==> config.mk <==
export PLATFORM = sky130hd
export DESIGN_NAME = debounce_bank_flat
export DESIGN_NICKNAME = d
export VERILOG_FILES = /design/src/rtl/debounce_pkg.sv /design/src/rtl/debounce_bank_if.sv /design/src/rtl/debounce_chan.sv /design/src/rtl/debounce_bank.sv /design/src/flat_wrapper.sv
export SDC_FILE = /design/constraint.sdc
export NUM_CORES = 1
export LEC_CHECK = 0
export CORE_MARGIN = 2
export CORE_UTILIZATION = 30
export DETAILED_ROUTE_END_ITERATION = 16
export MAX_ROUTING_LAYER = met4
export PLACE_DENSITY = 0.54
export SLEW_MARGIN = 10
export SYNTH_ARGS = -nofsm -noshare
export SYNTH_HDL_FRONTEND = slang
export SYNTH_SLANG_ARGS = --single-unit
==> constraint.sdc <==
create_clock -name clock -period 3.46 [get_ports clock]
set_input_delay 1.038 -clock clock [delete_from_list [all_inputs] [get_ports clock]]
set_output_delay 1.038 -clock clock [all_outputs]
set_load 0.01 [all_outputs]
==> src/rtl/debounce_pkg.sv <==
// Shared definitions for the debounce bank: per-channel FSM states and
// default sizing constants.
package debounce_pkg;

    localparam int unsigned DEF_CHANNELS      = 16;
    localparam int unsigned DEF_STABLE_CYCLES = 500000;

    // Per-channel debounce state: settled at 0/1 or qualifying a move to 1/0
    typedef enum logic [1:0] {
        ST_STABLE0 = 2'd0,
        ST_WAIT1   = 2'd1,
        ST_STABLE1 = 2'd2,
        ST_WAIT0   = 2'd3
    } state_e;

endpackage

==> src/rtl/debounce_bank_if.sv <==
// Bundle of the debounce bank's per-channel signals.
//   raw_in      : raw switch/button inputs (asynchronous)
//   level       : debounced level per channel
//   rise / fall : one-cycle pulses on debounced level change
//   event_flags : sticky per-channel change flags
//   clr_we      : clear strobe for event_flags
//   clr_mask    : channels cleared when clr_we is high
interface debounce_bank_if
    import debounce_pkg::*;
#(
    parameter int unsigned CHANNELS = DEF_CHANNELS
);
    logic [CHANNELS-1:0] raw_in;
    logic [CHANNELS-1:0] level;
    logic [CHANNELS-1:0] rise;
    logic [CHANNELS-1:0] fall;
    logic [CHANNELS-1:0] event_flags;
    logic                clr_we;
    logic [CHANNELS-1:0] clr_mask;

    modport master (
        output raw_in, clr_we, clr_mask,
        input  level, rise, fall, event_flags
    );

    modport slave (
        input  raw_in, clr_we, clr_mask,
        output level, rise, fall, event_flags
    );
endinterface

==> src/rtl/debounce_chan.sv <==
// One debounce channel: 2-flop synchronizer, 4-state qualify FSM with a
// saturating stability counter, registered level and edge pulses.
//   i_clk     : clock
//   i_rst_n   : asynchronous active-low reset
//   i_raw     : raw asynchronous input
//   o_level   : debounced level
//   o_rise    : one-cycle pulse, level 0->1
//   o_fall    : one-cycle pulse, level 1->0
//   o_evt_c   : combinational, high in the cycle whose edge changes level
module debounce_chan
    import debounce_pkg::*;
#(
    parameter int unsigned STABLE_CYCLES = DEF_STABLE_CYCLES
) (
    input  logic i_clk,
    input  logic i_rst_n,
    input  logic i_raw,
    output logic o_level,
    output logic o_rise,
    output logic o_fall,
    output logic o_evt_c
);

    localparam int unsigned CNT_W = $clog2(STABLE_CYCLES);
    localparam logic [CNT_W-1:0] CNT_LAST = CNT_W'(STABLE_CYCLES - 1);
    localparam logic [CNT_W-1:0] CNT_ONE  = CNT_W'(1);

    logic             r_sync1;
    logic             r_sync2;
    state_e           r_state;
    logic [CNT_W-1:0] r_cnt;
    logic             r_level;
    logic             r_rise;
    logic             r_fall;

    logic w_s;
    logic w_done;

    assign w_s = r_sync2;

    // Final qualifying cycle: input still at target and counter at its last value
    assign w_done = (r_cnt == CNT_LAST) &&
                    (((r_state == ST_WAIT1) &&  w_s) ||
                     ((r_state == ST_WAIT0) && !w_s));

    // Synchronizer, FSM, counter and edge pulses
    always_ff @(posedge i_clk or negedge i_rst_n) begin
        if (!i_rst_n) begin
            r_sync1 <= 1'b0;
            r_sync2 <= 1'b0;
            r_state <= ST_STABLE0;
            r_cnt   <= '0;
            r_level <= 1'b0;
            r_rise  <= 1'b0;
            r_fall  <= 1'b0;
        end else begin
            r_sync1 <= i_raw;
            r_sync2 <= r_sync1;
            r_rise  <= 1'b0;
            r_fall  <= 1'b0;
            case (r_state)
                ST_STABLE0: begin
                    if (w_s) begin
                        r_state <= ST_WAIT1;
                        r_cnt   <= CNT_ONE;
                    end
                end
                ST_WAIT1: begin
                    if (!w_s) begin
                        r_state <= ST_STABLE0;
                        r_cnt   <= '0;
                    end else if (r_cnt == CNT_LAST) begin
                        r_state <= ST_STABLE1;
                        r_cnt   <= '0;
                        r_level <= 1'b1;
                        r_rise  <= 1'b1;
                    end else begin
                        r_cnt <= r_cnt + CNT_ONE;
                    end
                end
                ST_STABLE1: begin
                    if (!w_s) begin
                        r_state <= ST_WAIT0;
                        r_cnt   <= CNT_ONE;
                    end
                end
                ST_WAIT0: begin
                    if (w_s) begin
                        r_state <= ST_STABLE1;
                        r_cnt   <= '0;
                    end else if (r_cnt == CNT_LAST) begin
                        r_state <= ST_STABLE0;
                        r_cnt   <= '0;
                        r_level <= 1'b0;
                        r_fall  <= 1'b1;
                    end else begin
                        r_cnt <= r_cnt + CNT_ONE;
                    end
                end
                default: begin
                    r_state <= ST_STABLE0;
                    r_cnt   <= '0;
                end
            endcase
        end
    end

    assign o_level = r_level;
    assign o_rise  = r_rise;
    assign o_fall  = r_fall;
    assign o_evt_c = w_done;

endmodule

==> src/rtl/debounce_bank.sv <==
// Bank of independent debounce channels with shared sticky event flags.
//   clock : sole clock, rising edge
//   reset : asynchronous active-low reset
//   bus   : debounce_bank_if.slave (raw_in, clr_we, clr_mask in;
//           level, rise, fall, event_flags out)
module debounce_bank
    import debounce_pkg::*;
#(
    parameter int unsigned CHANNELS      = DEF_CHANNELS,
    parameter int unsigned STABLE_CYCLES = DEF_STABLE_CYCLES
) (
    input  logic             clock,
    input  logic             reset,
    debounce_bank_if.slave   bus
);

    logic [CHANNELS-1:0] w_level;
    logic [CHANNELS-1:0] w_rise;
    logic [CHANNELS-1:0] w_fall;
    logic [CHANNELS-1:0] w_evt;
    logic [CHANNELS-1:0] w_clr;
    logic [CHANNELS-1:0] r_flags;

    for (genvar g = 0; g < int'(CHANNELS); g++) begin : g_chan
        debounce_chan #(
            .STABLE_CYCLES (STABLE_CYCLES)
        ) u_chan (
            .i_clk   (clock),
            .i_rst_n (reset),
            .i_raw   (bus.raw_in[g]),
            .o_level (w_level[g]),
            .o_rise  (w_rise[g]),
            .o_fall  (w_fall[g]),
            .o_evt_c (w_evt[g])
        );
    end

    assign w_clr = {CHANNELS{bus.clr_we}} & bus.clr_mask;

    // Flags set on the same edge that raises rise/fall; set wins over clear
    always_ff @(posedge clock or negedge reset) begin
        if (!reset) begin
            r_flags <= '0;
        end else begin
            r_flags <= (r_flags & ~w_clr) | w_evt;
        end
    end

    assign bus.level       = w_level;
    assign bus.rise        = w_rise;
    assign bus.fall        = w_fall;
    assign bus.event_flags = r_flags;

endmodule

==> src/flat_wrapper.sv <==
// flat-port wrapper written by rule: the top's interface ports become plain ports
module debounce_bank_flat import debounce_pkg::*;
#(
    parameter int unsigned CHANNELS      = DEF_CHANNELS,
    parameter int unsigned STABLE_CYCLES = DEF_STABLE_CYCLES
)
  (clock, reset, bus_raw_in, bus_clr_we, bus_clr_mask, bus_level, bus_rise, bus_fall, bus_event_flags);
  debounce_bank_if #(.CHANNELS(CHANNELS)) bus_i ();
  input  logic clock;
  input  logic reset;
  input wire logic [$bits(bus_i.raw_in)-1:0] bus_raw_in;
  input wire logic [$bits(bus_i.clr_we)-1:0] bus_clr_we;
  input wire logic [$bits(bus_i.clr_mask)-1:0] bus_clr_mask;
  output wire logic [$bits(bus_i.level)-1:0] bus_level;
  output wire logic [$bits(bus_i.rise)-1:0] bus_rise;
  output wire logic [$bits(bus_i.fall)-1:0] bus_fall;
  output wire logic [$bits(bus_i.event_flags)-1:0] bus_event_flags;
  assign bus_i.raw_in = bus_raw_in;
  assign bus_i.clr_we = bus_clr_we;
  assign bus_i.clr_mask = bus_clr_mask;
  assign bus_level = bus_i.level;
  assign bus_rise = bus_i.rise;
  assign bus_fall = bus_i.fall;
  assign bus_event_flags = bus_i.event_flags;
  debounce_bank #(.CHANNELS(CHANNELS), .STABLE_CYCLES(STABLE_CYCLES)) u_core (.clock(clock), .reset(reset), .bus(bus_i));
endmodule
==> reports/metrics.yaml <==
run_status:
  status: "completed"
yosys:
  synth-edff-count: 0
  synth_area_um2: 21600
  synth_fa_ha_area_frac: 0.00929
  synth_xor_area_frac: 0.0561
  synth_nets: 2340
  synth_top_family_by_area: "simple AND/OR/NAND/NOR gates"
  synth_warnings: 0
  yosysSeqAreaShare: 0.502
  netlist_instances: 2289
  muxShareOfSynthArea: 0.00784
  synth-simple-area-share: 0.241
  ys_ff_latch: 432
  synth.avg_cell_area_um2: 9.42
  async_reset_ff_frac: 1.00
  ys_types: 71
  synth_compound_area_frac: 0.143
  synth_ff_type: "dfrtp_1"
timing:
  hold_slack_ps: 341
  min_period_over_period: 0.773
  setup_violations: 0
  fin_setup_tns_ps: 0
  grt_setup_unrepaired: "no"
  max-slew-margin-rel: 0.279
  skew_ps: 18.7
  max_slew.worst_pin.slew_ps: 1080
  fin_crit_ps: 2670
  hold_viol: 0
  maxSlewViolCount: 0
  fmax_mhz: 374
final_layout:
  fin_nets: 2395
  finalNonFillerCells: 3337
  area_growth_pct: 17.1
  drive_gt1_frac: 0.0629
clock_network:
  cts_buffer_depth: 3
  cts_sinks: 432
  cts_resized: 0
  post_cts_buffers: 0
  cts_buffers: 54
  cts_tree: "done"
  cts.hold.buffers_added: 0
  root_buffer: "clkbuf_16"
  clkTransAtPathRegs_ps: 60
  clock_latency_ps: 590
  h-tree-depth: 2
floorplan:
  die_h_um: 272
  ios: 99
  rows: 98
  die_x_um: 272
  core_um2: 71400
  die-area_um2: 74000
  initial_core_util: 0.302
pwr:
  power_w: 0.0133
  pwr-share-comb: 0.124
  p_int_w: 0.00964
  switching_share: 0.276
  seq_power_share: 0.425
  p_sw_w: 0.00367
  p_clk_frac: 0.451
  ir_worst_vdd_mv: 0.313
  powerDensity_nw_per_um2: 527
  leakage_nw: 10.5
setup_path:
  cp_cell_sequence: "clkdlybuf4s50_1"
  cpPeakStageDelay_ps: 600
  worstPathBufferInverterCount: 1
  path_class: "flip-flop to output port"
  worst_path_max_delay_cell: "clkdlybuf4s50_1"
  crit_fanout: 3
  timing.rr.end: "u_core.g_chan[9].u_chan.r_cnt[12]$_DFFE_PN0P_"
  r2r_slack_ps: 880
  r2r-start: "u_core.g_chan[9].u_chan.r_cnt[10]$_DFFE_PN0P_"
  end_kind: "output port"
  crit_family: "buffers and inverters"
  crit_start: "u_core.g_chan[4].u_chan.o_level$_DFFE_PN0P_"
  setup.worst_path.end: "bus_level[4]"
  r2r_cells: 5
  cp.required_ps: 2420
  cp.arrival_ps: 1640
  path_depth: 1
  start_kind: "flip-flop"
global_route:
  grt_pass1_wl_um: 82200
  track_usage: 0.133
  grt_pass1_vias: 16600
  grt_overflow: 0
  antenna_found_initial: 2
  grt_max_degree: 72
place:
  dp.cells: 3238
  port_buffers: 98
  hpwl_um: 31800
  place.gp.congestion: 0.835
detailed_routing:
  drt_iter0_drc: 1055
  ant_nets: 0
  via_per_inst: 5.12
  first_pass_iters: 5
  drc: 0
  dr_total_vias: 17100
  drt_wl_total_um: 48200
  wire_per_inst_um: 14.5
run:
  cap_violations: 0
worst_hold_path:
  hp-class: "flip-flop to flip-flop"
==> final cells by class <==
| cell class | instances | area (um^2) |
|---|---|---|
| fillers | 7211 | 46100 |
| diodes | 1 | 2.50 |
| well taps | 950 | 1190 |
| clock buffers | 73 | 1580 |
| multi-input cells | 1673 | 9870 |
| inverters | 63 | 236 |
| flip-flops and latches | 432 | 10800 |
| clock inverters | 25 | 338 |
| repair buffers | 120 | 1210 |
==> through the flow <==
stage          setup WS (ps)   util  area, um^2
3_5_place_dp             908  0.327       23300
6_report                 785  0.354       25200
2_1_floorplan           1210      -       21600
5_1_grt                  651  0.354       25200
4_1_cts                  694  0.353       25200
3_3_place_gp             940  0.327       23300
==> routing by layer <==
| metal | global-route usage | vias up | share of wire |
|---|---|---|---|
| met5 | - | - | 0 |
| met4 | 0.0347 | 0 | 0.018 |
| met3 | 0.0287 | 55 | 0.049 |
| met2 | 0.207 | 264 | 0.45 |
| met1 | 0.176 | 8403 | 0.48 |
| li1 | - | 8365 | - |
==> placed cells by master (no fill, tap or decap), types with 27 or more instances in the layout <==
| master | n |
|---|---|
| dfrtp_1 | 432 |
| nand2_1 | 265 |
| nor2_1 | 228 |
| nand3_1 | 136 |
| a31oi_1 | 114 |
| o21ai_0 | 110 |
| clkdlybuf4s50_1 | 96 |
| a21oi_1 | 94 |
| xor2_1 | 74 |
| nor3_1 | 71 |
| nand4_1 | 68 |
| xnor2_1 | 64 |
| inv_1 | 63 |
| and3_1 | 57 |
| clkbuf_16 | 57 |
| a22o_1 | 40 |
| nand2b_1 | 32 |
| and4_1 | 28 |
| nor4_1 | 27 |
==> cells in the mapped netlist, types with 11 or more instances <==
master,count,area share
inv_1,63,0.011
xnor2_1,64,0.026
buf_2,13,0.0030
or4_1,16,0.0056
nor4_1,27,0.0078
nand2_1,265,0.046
and4_1,28,0.011
mux2i_1,12,0.0056
a31oi_1,114,0.033
nand4_1,68,0.020
a41oi_1,20,0.0081
nand3_1,136,0.032
dfrtp_1,432,0.50
o21ai_0,110,0.026
nor3_1,71,0.016
or3_1,13,0.0038
ha_1,16,0.0093
buf_4,48,0.017
and3_1,57,0.017
clkbuf_1,54,0.0094
a2bb2oi_1,11,0.0045
nor2_1,228,0.040
xor2_1,74,0.030
nand2b_1,32,0.0093
a21o_1,22,0.0077
and2_1,15,0.0044
a21oi_1,97,0.023
a22o_1,40,0.016
==> sequential cells by signal (all words and copies together), names as in the netlist, named ones only <==
name	count
u_core.g_chan.u_chan.r_cnt	304
u_core.bus.event_flags	16
u_core.g_chan.u_chan.o_fall	16
u_core.g_chan.u_chan.o_level	16
u_core.g_chan.u_chan.o_rise	16
u_core.g_chan.u_chan.r_state	16
u_core.g_chan.u_chan.r_sync1	16
u_core.g_chan.u_chan.r_sync2	16
==> power groups by stage <==
stage                     Combinational, W  Sequential (W)  Clock, W
after CTS                          0.00166         0.00564   0.00625
after detailed placement           0.00166         0.00573         0
after global placement             0.00161         0.00572         0
after floorplan                    0.00119         0.00564         0
after global routing               0.00189         0.00571   0.00645
final                              0.00165         0.00565   0.00600
==> worst min path at each step <==
| stage | to | cells past startpoint | from | slack (ps) |
|---|---|---|---|---|
| 6_report | u_core.g_chan[11].u_chan.r_sync2$_DFF_PN0_ | 0 | u_core.g_chan[11].u_chan.r_sync1$_DFF_PN0_ | 340 |
| 5_1_grt | u_core.g_chan[6].u_chan.r_sync2$_DFF_PN0_ | 0 | u_core.g_chan[6].u_chan.r_sync1$_DFF_PN0_ | 350 |
| 4_1_cts | u_core.g_chan[11].u_chan.r_cnt[3]$_DFFE_PN0P_ | 1 | reset | 340 |
| 3_5_place_dp | u_core.g_chan[11].u_chan.r_sync2$_DFF_PN0_ | 0 | u_core.g_chan[11].u_chan.r_sync1$_DFF_PN0_ | 340 |
| 3_3_place_gp | u_core.g_chan[0].u_chan.r_sync2$_DFF_PN0_ | 0 | u_core.g_chan[0].u_chan.r_sync1$_DFF_PN0_ | 330 |
| 2_1_floorplan | u_core.g_chan[0].u_chan.r_sync2$_DFF_PN0_ | 0 | u_core.g_chan[0].u_chan.r_sync1$_DFF_PN0_ | 330 |
==> cell families (layout without fill, tap and decap cells) <==
group / after synthesis / in the layout
AOI/OAI and AO/OA: 478 / 478
xor gates and xnor gates: 138 / 138
adders and majority gates: 16 / 16
buffers and inverters: 184 / 281
DFF: 432 / 432
muxes: 16 / 16
other: 0 / 1
and+or+nand+nor: 1025 / 1025
No activity file was read; power rests on OpenSTA's default activity.
